$ cat src/rtl/data_mem_arb_pkg.sv
// Shared types and default sizing for the two-master data memory arbiter.
package data_mem_arb_pkg;

  localparam int DEF_ADDR_WIDTH     = 10;
  localparam int DEF_DATA_WIDTH     = 32;
  localparam int DEF_TRANSFER_WIDTH = 4;
  localparam int DEF_MAX_BURST      = 4;

  typedef enum logic [1:0] {
    IDLE = 2'd0,
    OWN0 = 2'd1,
    OWN1 = 2'd2
  } arb_state_t;

endpackage

$ cat src/rtl/data_mem_arbiter.sv
// Two-master arbiter in front of a single-port data memory with a registered read port.
// Master 0 (core LSU) has priority from idle; bursts are capped only while the other master waits.
//
// state | meaning
// IDLE  | no previous owner, master 0 wins a tie
// OWN0  | master 0 holds the bus
// OWN1  | master 1 holds the bus
module data_mem_arbiter
  import data_mem_arb_pkg::*;
#(
  parameter int ADDR_WIDTH     = DEF_ADDR_WIDTH,
  parameter int DATA_WIDTH     = DEF_DATA_WIDTH,
  parameter int TRANSFER_WIDTH = DEF_TRANSFER_WIDTH,
  parameter int MAX_BURST      = DEF_MAX_BURST
) (
  input  logic                      clk,
  input  logic                      rst,
  input  logic                      m0_req,
  input  logic                      m0_we,
  input  logic [ADDR_WIDTH-1:0]     m0_addr,
  input  logic [DATA_WIDTH-1:0]     m0_wdata,
  input  logic [TRANSFER_WIDTH-1:0] m0_be,
  output logic                      m0_gnt,
  output logic                      m0_rvalid,
  output logic [DATA_WIDTH-1:0]     m0_rdata,
  input  logic                      m1_req,
  input  logic                      m1_we,
  input  logic [ADDR_WIDTH-1:0]     m1_addr,
  input  logic [DATA_WIDTH-1:0]     m1_wdata,
  input  logic [TRANSFER_WIDTH-1:0] m1_be,
  output logic                      m1_gnt,
  output logic                      m1_rvalid,
  output logic [DATA_WIDTH-1:0]     m1_rdata,
  output logic                      mem_we,
  output logic [ADDR_WIDTH-1:0]     mem_addr,
  output logic [DATA_WIDTH-1:0]     mem_data_in,
  output logic [TRANSFER_WIDTH-1:0] mem_write_transfer,
  input  logic [DATA_WIDTH-1:0]     mem_data_out
);

  localparam int CNT_W = $clog2(MAX_BURST + 1);
  localparam logic [CNT_W-1:0] BURST_MAX = CNT_W'(MAX_BURST);

  arb_state_t       state;
  logic [CNT_W-1:0] burst_cnt;
  logic             rd_valid;
  logic             rd_tag;
  logic             gnt0;
  logic             gnt1;
  logic [CNT_W-1:0] burst_inc;

  // The owner keeps the bus under the cap, or beyond it when nobody else is waiting.
  always_comb begin
    gnt0 = 1'b0;
    gnt1 = 1'b0;
    if (!rst) begin
      unique case (state)
        OWN0: begin
          if (m0_req && ((burst_cnt < BURST_MAX) || !m1_req)) gnt0 = 1'b1;
          else if (m1_req)                                   gnt1 = 1'b1;
        end
        OWN1: begin
          if (m1_req && ((burst_cnt < BURST_MAX) || !m0_req)) gnt1 = 1'b1;
          else if (m0_req)                                   gnt0 = 1'b1;
        end
        default: begin
          if (m0_req)      gnt0 = 1'b1;
          else if (m1_req) gnt1 = 1'b1;
        end
      endcase
    end
  end

  assign burst_inc = (burst_cnt == BURST_MAX) ? burst_cnt : burst_cnt + CNT_W'(1);

  always_ff @(posedge clk or posedge rst) begin
    if (rst) begin
      state     <= IDLE;
      burst_cnt <= '0;
      rd_valid  <= 1'b0;
      rd_tag    <= 1'b0;
    end else begin
      rd_valid <= (gnt0 && !m0_we) || (gnt1 && !m1_we);
      rd_tag   <= gnt1;
      if (gnt0) begin
        state     <= OWN0;
        burst_cnt <= (state == OWN0) ? burst_inc : CNT_W'(1);
      end else if (gnt1) begin
        state     <= OWN1;
        burst_cnt <= (state == OWN1) ? burst_inc : CNT_W'(1);
      end else begin
        state     <= IDLE;
        burst_cnt <= '0;
      end
    end
  end

  assign m0_gnt = gnt0;
  assign m1_gnt = gnt1;

  always_comb begin
    mem_we             = 1'b0;
    mem_addr           = '0;
    mem_data_in        = '0;
    mem_write_transfer = '0;
    if (gnt0) begin
      mem_we             = m0_we;
      mem_addr           = m0_addr;
      mem_data_in        = m0_wdata;
      mem_write_transfer = m0_be;
    end else if (gnt1) begin
      mem_we             = m1_we;
      mem_addr           = m1_addr;
      mem_data_in        = m1_wdata;
      mem_write_transfer = m1_be;
    end
  end

  // Gating with rst drops a return already in flight the moment reset rises.
  assign m0_rvalid = rd_valid && !rd_tag && !rst;
  assign m1_rvalid = rd_valid &&  rd_tag && !rst;
  assign m0_rdata  = m0_rvalid ? mem_data_out : '0;
  assign m1_rdata  = m1_rvalid ? mem_data_out : '0;

endmodule
$ cat config.mk
export PLATFORM = sky130hd
export DESIGN_NAME = data_mem_arbiter
export DESIGN_NICKNAME = d
export VERILOG_FILES = /design/src/rtl/data_mem_arb_pkg.sv /design/src/rtl/data_mem_arbiter.sv
export SDC_FILE = /design/constraint.sdc
export NUM_CORES = 1
export LEC_CHECK = 0
export ABC_AREA = 1
export BUFFER_PORTS_ARGS = -buffer_cell sky130_fd_sc_hd__buf_4
export CORE_AREA = 3 3 95 97
export DETAILED_ROUTE_END_ITERATION = 8
export DIE_AREA = 0 0 98 100
export PLACE_DENSITY = 0.53
export SYNTH_ARGS = -nofsm -noshare
export SYNTH_HDL_FRONTEND = slang
export SYNTH_SLANG_ARGS = --single-unit
$ cat constraint.sdc
create_clock -name clk -period 4.2 [get_ports clk]
set_clock_uncertainty 0.05 [all_clocks]
set_input_delay 0.63 -clock clk [delete_from_list [all_inputs] [get_ports clk]]
set_output_delay 0.63 -clock clk [all_outputs]
set_load 0.05 [all_outputs]
==> results.md, run 1 <==
- Outcome: complete, no violations
- Post-route ant nets: 0
- Post-CTS setup buffers: 0
- Post-route design area: 3550 sq um
- Clk_lat worst skew: 0.22 ns
- Core Box Area: 8220 sq um
- RR Endpoint: rd_valid
- Switch Pwr: 500 uW
- P_int: 360 uW
- Nets: 696
- Peak supply drop: 0.0970 mV
- Power Density: 242 nW/um^2
- Fmax: 0.306 GHz
- Final hold vios: 0
- IO buf count: 244
- Placed insts: 662
- Critical Path End Type: primary output
- Mapped Avg Cell Area: 4.86 sq um
- DR iter-0 viols: 74
- Critical path's top delay family: simple AND/OR/NAND/NOR gates
- Worst reg2reg startpoint: state[0]
- Levels on crit path: 7
- Number of gates resized after CTS: 0
- Overall Global Routing Usage: 15.8%
- CP Max Fanout: 51
- Total Power: 860 uW
- Die Ht: 100 microns
- Tightest Hold Check Type: input pin to async pin
- Wire per inst: 13.0 microns
- P_leak: 2.28 nW
- Met3 wire len: 850 microns
- R2R depth: 8
- Net Count, Synth: 470
- Die area: 9800 sq um
- Number of placed I/O pins: 245
- # DRC: 0
- Max-cap violations: 0
- Initial core utilization: 19.9%
- Crit-path most repeated cell: inv_1
- Via density: 4.45
- Slew HR: 26.9%
- Seq/Total Area, Yosys: 10.7%
- Critical path, cell by cell: inv_1 > ha_1 > inv_1 > nand3_2 > nand4_1 > nand2_1 > buf_4
- Slew Viols, Final: 0
- Comb pwr share: 80.0%
- CP Class: flop to primary output
- Synth warn: 0
- Post-DP HPWL: 7030 microns
- Switching Share: 58.1%
- Placed cell area: 3510 sq um
- GRT overflow: 0
- Yosys reg bits: 7
- Clk slew on worst S/H paths: 0.04 ns
- DIE WIDTH: 98 microns
- Largest net degree at the start of global routing: 52
- Sink Count: 7
- Slowest-stage cell, CP: nand3_2
- Final-report setup violation count: 0
- Startpoint Class: flop
- Top sig layer: met4
- Synth cell types: 14
- Crit path buf inv count: 3
- Worst-Margin Slew: 1.10 ns
- Commonest cells after routing, fill and taps aside: buf_4, nand2_1, nor2_1, inv_1, nand4_1
- CTS Buf Count: 3
- Worst EP required: 3.52 ns
- Vias: 2961
- Critical Path AT: 2.59 ns
- Vias in the first global route: 2797
- Reg2Reg Setup Slack: 1.84 ns
- Antenna violations before repair: 0
- Setup_tns: 0 ns
- Commonest non-fill, non-tap cell in the layout: buf_4
- Syn Inst Count: 336
- Tcrit/Tclk final: 77.8%
- Drt pass-1 iters: 4
- Seq pwr share: 9.2%
- Routed Wire Length: 8650 microns
- Non-Filler Instances: 666
- Clock Path Buffers: 2
- RSZ-0062 raised after global routing: no
- Root Buffer Master: clkbuf_8
- Share of cells above drive strength 1: 45.3%
- Fin Hold WS: 0.346 ns
- Met2 wire length: 4290 microns
- First-pass GRT wire length: 13000 microns
- Rows: 33
- Clock Power Share: 10.8%
- Synth-to-Final Area Change: 118%
- Post-Synthesis Cell Area: 1630 sq um
- H-tree Lvls: 1
- Largest stage delay, worst path: 0.82 ns
- M1 wire length: 3320 microns
- Number of diodes: 0
- GP Congestion: 0.842
- Hold_buf cts: 0
- CTS tree: yes
- Fin crit period: 3.27 ns
==> through the flow <==
step                      setup WS (ns)  util (%)
after floorplan                   0.607         -
after global placement             1.00      42.7
after detailed placement           1.02      42.7
after CTS                         0.942      43.3
after global routing              0.762      43.3
final                             0.932      43.3
==> Yosys cell counts <==
library cell / n / area share (%)
a21oi_1: 2 / 0.61
buf_2: 18 / 5.5
buf_4: 5 / 2.3
clkbuf_1: 3 / 0.69
dfrtp_1: 7 / 11
ha_1: 4 / 3.1
inv_1: 52 / 12
nand2_1: 120 / 28
nand2_2: 1 / 0.38
nand3_1: 6 / 1.8
nand4_1: 50 / 19
nor2_1: 65 / 15
nor2_4: 1 / 0.69
nor3_1: 2 / 0.61
==> sequential cells by signal (all words and copies together), names as in the netlist <==
name,cells
burst_cnt,3
rd_tag,1
rd_valid,1
state,2
==> area by class of cell <==
| class | count | area (sq um) |
|---|---|---|
| Fill cell | 876 | 4660 |
| Clock buffer | 4 | 45.0 |
| Tap cell | 105 | 131 |
| Multi-Input combinational cell | 251 | 1140 |
| Sequential cell | 7 | 175 |
| Inverter | 52 | 195 |
| Timing Repair Buffer | 247 | 1870 |
==> how the worst max path moves through the flow <==
| stage | startpoint | to |
|---|---|---|
| after global placement | m0_req | mem_data_in[19] |
| after CTS | state[0] | mem_data_in[23] |
| after detailed placement | m1_req | mem_data_in[23] |
| final | state[0] | mem_data_in[23] |
| after floorplan | rst | m0_rdata[10] |
| after global routing | state[0] | mem_data_in[27] |
==> metal layers <==
metal,global-route usage (%),vias up
li1,-,1492
met1,18.2,1290
met2,28.9,165
met3,3.68,14
met4,5.11,0
met5,0,-
==> power by group through the flow <==
stage / clock, mW / sequential, mW / combinational [mW]
floorplan: 0 / 0.0787 / 0.446
global placement: 0 / 0.0797 / 0.690
detailed placement: 0 / 0.0795 / 0.692
CTS: 0.0960 / 0.0789 / 0.693
global route: 0.100 / 0.0798 / 0.733
finish: 0.0930 / 0.0789 / 0.688
==> kinds of logic (layout without fill, tap and decap cells) <==
group                      after synthesis  after routing  share of synthesized area, %
and+or+nand+nor                        245            245                          65.2
AOI/OAI and AO/OA                        2              2                         0.613
buffers and inverters                   78            303                          20.4
adders and majority gates                4              4                          3.06
DFF                                      7              7                          10.7
Note: power is estimated with default switching activity, not from simulation.
==> inputs of run 2 (changes only) <==
--- a/config.mk
+++ b/config.mk
@@ -7,10 +7,10 @@
 export LEC_CHECK = 0
 export ABC_AREA = 1
 export BUFFER_PORTS_ARGS = -buffer_cell sky130_fd_sc_hd__buf_4
-export CORE_AREA = 3 3 95 97
+export CORE_AREA = 3 3 93 95
 export DETAILED_ROUTE_END_ITERATION = 8
-export DIE_AREA = 0 0 98 100
-export PLACE_DENSITY = 0.53
+export DIE_AREA = 0 0 96 98
+export PLACE_DENSITY = 0.56
 export SYNTH_ARGS = -nofsm -noshare
 export SYNTH_HDL_FRONTEND = slang
 export SYNTH_SLANG_ARGS = --single-unit
==> constraint.sdc (replaced) <==
create_clock -name clk -period 3.2 [get_ports clk]
set_clock_uncertainty 0.05 [all_clocks]
set_input_delay 0.48 -clock clk [delete_from_list [all_inputs] [get_ports clk]]
set_output_delay 0.48 -clock clk [all_outputs]
set_load 0.05 [all_outputs]
==> run 2 against run 1 <==
- combinational power up 33%
- clock power grew 35%
- global-route usage up 0.24 points
- largest cell class unchanged
- first-iteration DRC count rose by 31%
- final area grew 1.1%
- via count fell by 0.68%
- highest routed layer unchanged
- hold slack got worse by 0.14 ns
- largest power group unchanged
- critical endpoint is now mem_data_in[0]
- cell count is 0.30% higher
- count of clock-buffer cells in the layout unchanged
- critical path depth is 3 higher
- core utilization grew 2.8 points
==> results.md, run 2 (synthesized netlist as in run 1, its figures left out) <==
- Fmax: 0.360 GHz
- Rows: 32 (-3.0%)
- RR Endpoint: rd_valid
- Outcome: complete, no violations
- Final hold vios: 0 (unchanged)
- Die Ht: 98 microns (-2.0%)
- Sink Count: 7 (unchanged)
- Vias: 2941 (-0.68%)
- Reg2Reg Setup Slack: 1.24 ns (-0.60 ns)
- P_leak: 2.30 nW (+1.1%)
- Via density: 4.40 (-0.97%)
- Slew HR: 39.3% (+12 points)
- Core Box Area: 7810 sq um (-5.0%)
- Die area: 9410 sq um (-4.0%)
- Critical Path End Type: primary output
- Tcrit/Tclk final: 86.8%
- DIE WIDTH: 96 microns (-2.0%)
- Drt pass-1 iters: 4 (unchanged)
- Commonest cells after routing, fill and taps aside: buf_4, nand2_1, nor2_1, inv_1, nand4_1
- Number of gates resized after CTS: 0 (unchanged)
- Critical path, cell by cell: inv_1 > ha_1 > a21oi_1 > nand2_1 > nand2_2 > nor2_4 > buf_4 > nand2_1 > nand2_1 > buf_4
- RSZ-0062 raised after global routing: no
- Antenna violations before repair: 0 (unchanged)
- GP Congestion: 0.774 (-8.1%)
- Tightest Hold Check Type: input pin to async pin
- Worst EP required: 2.67 ns (-0.85 ns)
- Non-Filler Instances: 668 (+0.30%)
- Startpoint Class: flop
- Reg area: 175 sq um (unchanged)
- Vias in the first global route: 2690 (-3.8%)
- Fin Hold WS: 0.206 ns (-0.140 ns)
- Placed insts: 663 (+0.15%)
- Post-DP HPWL: 7140 microns (+1.6%)
- Nets: 700 (+0.57%)
- Crit-path most repeated cell: nand2_1
- Filler Cell Count: 811 (-7.4%)
- CP Max Fanout: 31 (-39%)
- Peak supply drop: 0.182 mV (+88%)
- Worst-Margin Slew: 0.909 ns (-0.187 ns)
- Wire per inst: 12.6 microns (-3.2%)
- Commonest non-fill, non-tap cell in the layout: buf_4
- DR iter-0 viols: 97 (+31%)
- Post-route ant nets: 0 (unchanged)
- Hold_buf cts: 0 (unchanged)
- Worst reg2reg startpoint: state[0]
- Clk_lat worst skew: 0.23 ns (about the same)
- CTS Buf Count: 3 (unchanged)
- Slew Viols, Final: 0 (unchanged)
- Root Buffer Master: clkbuf_8
- Placed cell area: 3550 sq um (+1.0%)
- Slowest-stage cell, CP: ha_1
- Multi-input logic area: 1150 sq um (+0.88%)
- Finished Core Util: 46.0% (+2.8 points)
- # DRC: 0 (unchanged)
- Final-report setup violation count: 0 (unchanged)
- Fin crit period: 2.78 ns
- Initial core utilization: 20.9% (+1.0 points)
- CP Class: flop to primary output
- Post-CTS setup buffers: 0 (unchanged)
- Overall Global Routing Usage: 16.1% (+0.24 points)
- Clock Path Buffers: 2 (unchanged)
- Register bank with the most flops: burst_cnt
- Max-cap violations: 0 (unchanged)
- Largest stage delay, worst path: 0.35 ns (-0.47 ns)
- Largest register FFs: 3 (unchanged)
- IO buf count: 244 (unchanged)
- GRT overflow: 0 (unchanged)
- CTS tree: yes
- Synth-to-Final Area Change: 120%
- Power Density: 318 nW/um^2 (+31%)
- Post-route design area: 3590 sq um (+1.1%)
- Setup_tns: 0 ns (unchanged)
- Critical Path AT: 2.25 ns (-0.34 ns)
- Largest net degree at the start of global routing: 33 (-37%)
- Share of cells above drive strength 1: 46.0% (+0.74 points)
- Routed Wire Length: 8400 microns (-2.9%)
- R2R depth: 9 (+1)
- Clk slew on worst S/H paths: 0.04 ns (about the same)
- H-tree Lvls: 1 (unchanged)
- Number of placed I/O pins: 245 (unchanged)
- Largest regs: burst_cnt (3), state (2)
- First-pass GRT wire length: 12400 microns (-5.1%)
run 2: per-stage QoR:
stage                     power, mW  setup slack (ns)
final                          1.14             0.421
after global routing           1.21             0.188
after CTS                      1.15             0.408
after detailed placement       1.02             0.662
after global placement         1.02             0.707
after floorplan               0.690             0.436
run 2: worst max path at each step:
stage,startpoint,to,slack (ns),cells after the start
2_1_floorplan,rst,m1_rdata[10],0.44,4
4_1_cts,state[0],mem_data_in[2],0.41,10
6_report,state[0],mem_data_in[0],0.42,10
3_5_place_dp,state[0],mem_data_in[2],0.66,10
3_3_place_gp,state[0],mem_we,0.71,10
5_1_grt,state[0],mem_write_transfer[2],0.19,10
run 2: layout make-up:
type / instances / area share [%]
clock buffer: 4 / 1.25
timing repair buffer: 251 / 52.8
inverter: 52 / 5.43
sequential: 7 / 4.87
multi-input combinational: 251 / 32.0
antenna: 1 / 0.0696
tap: 102 / 3.55
run 2: layer usage:
layer  GRT usage [%]  part of all wire, %
met5               0                    0
met4            4.38                  1.4
met3            3.24                   10
met2            31.3                   53
met1            16.8                   35
run 2: report_power, final:
part / internal [mW] / total [mW] / leakage, nW / switching, mW
combinational: 0.302 / 0.913 / 2.19 / 0.611
clock: 0.0863 / 0.126 / 0.0228 / 0.0395
sequential: 0.0981 / 0.104 / 0.0937 / 0.00557
total: 0.486 / 1.14 / 2.30 / 0.656
run 2: critical path: cells and delay by family (launching register included):
family | cells | cell delay (ns)
buffers and inverters | 3 | 0.56
AND/OR/NAND/NOR | 5 | 0.70
adder cells (fa/ha/maj) | 1 | 0.35
flip-flops | 1 | 0.34
AO/OA/AOI/OAI | 1 | 0.06
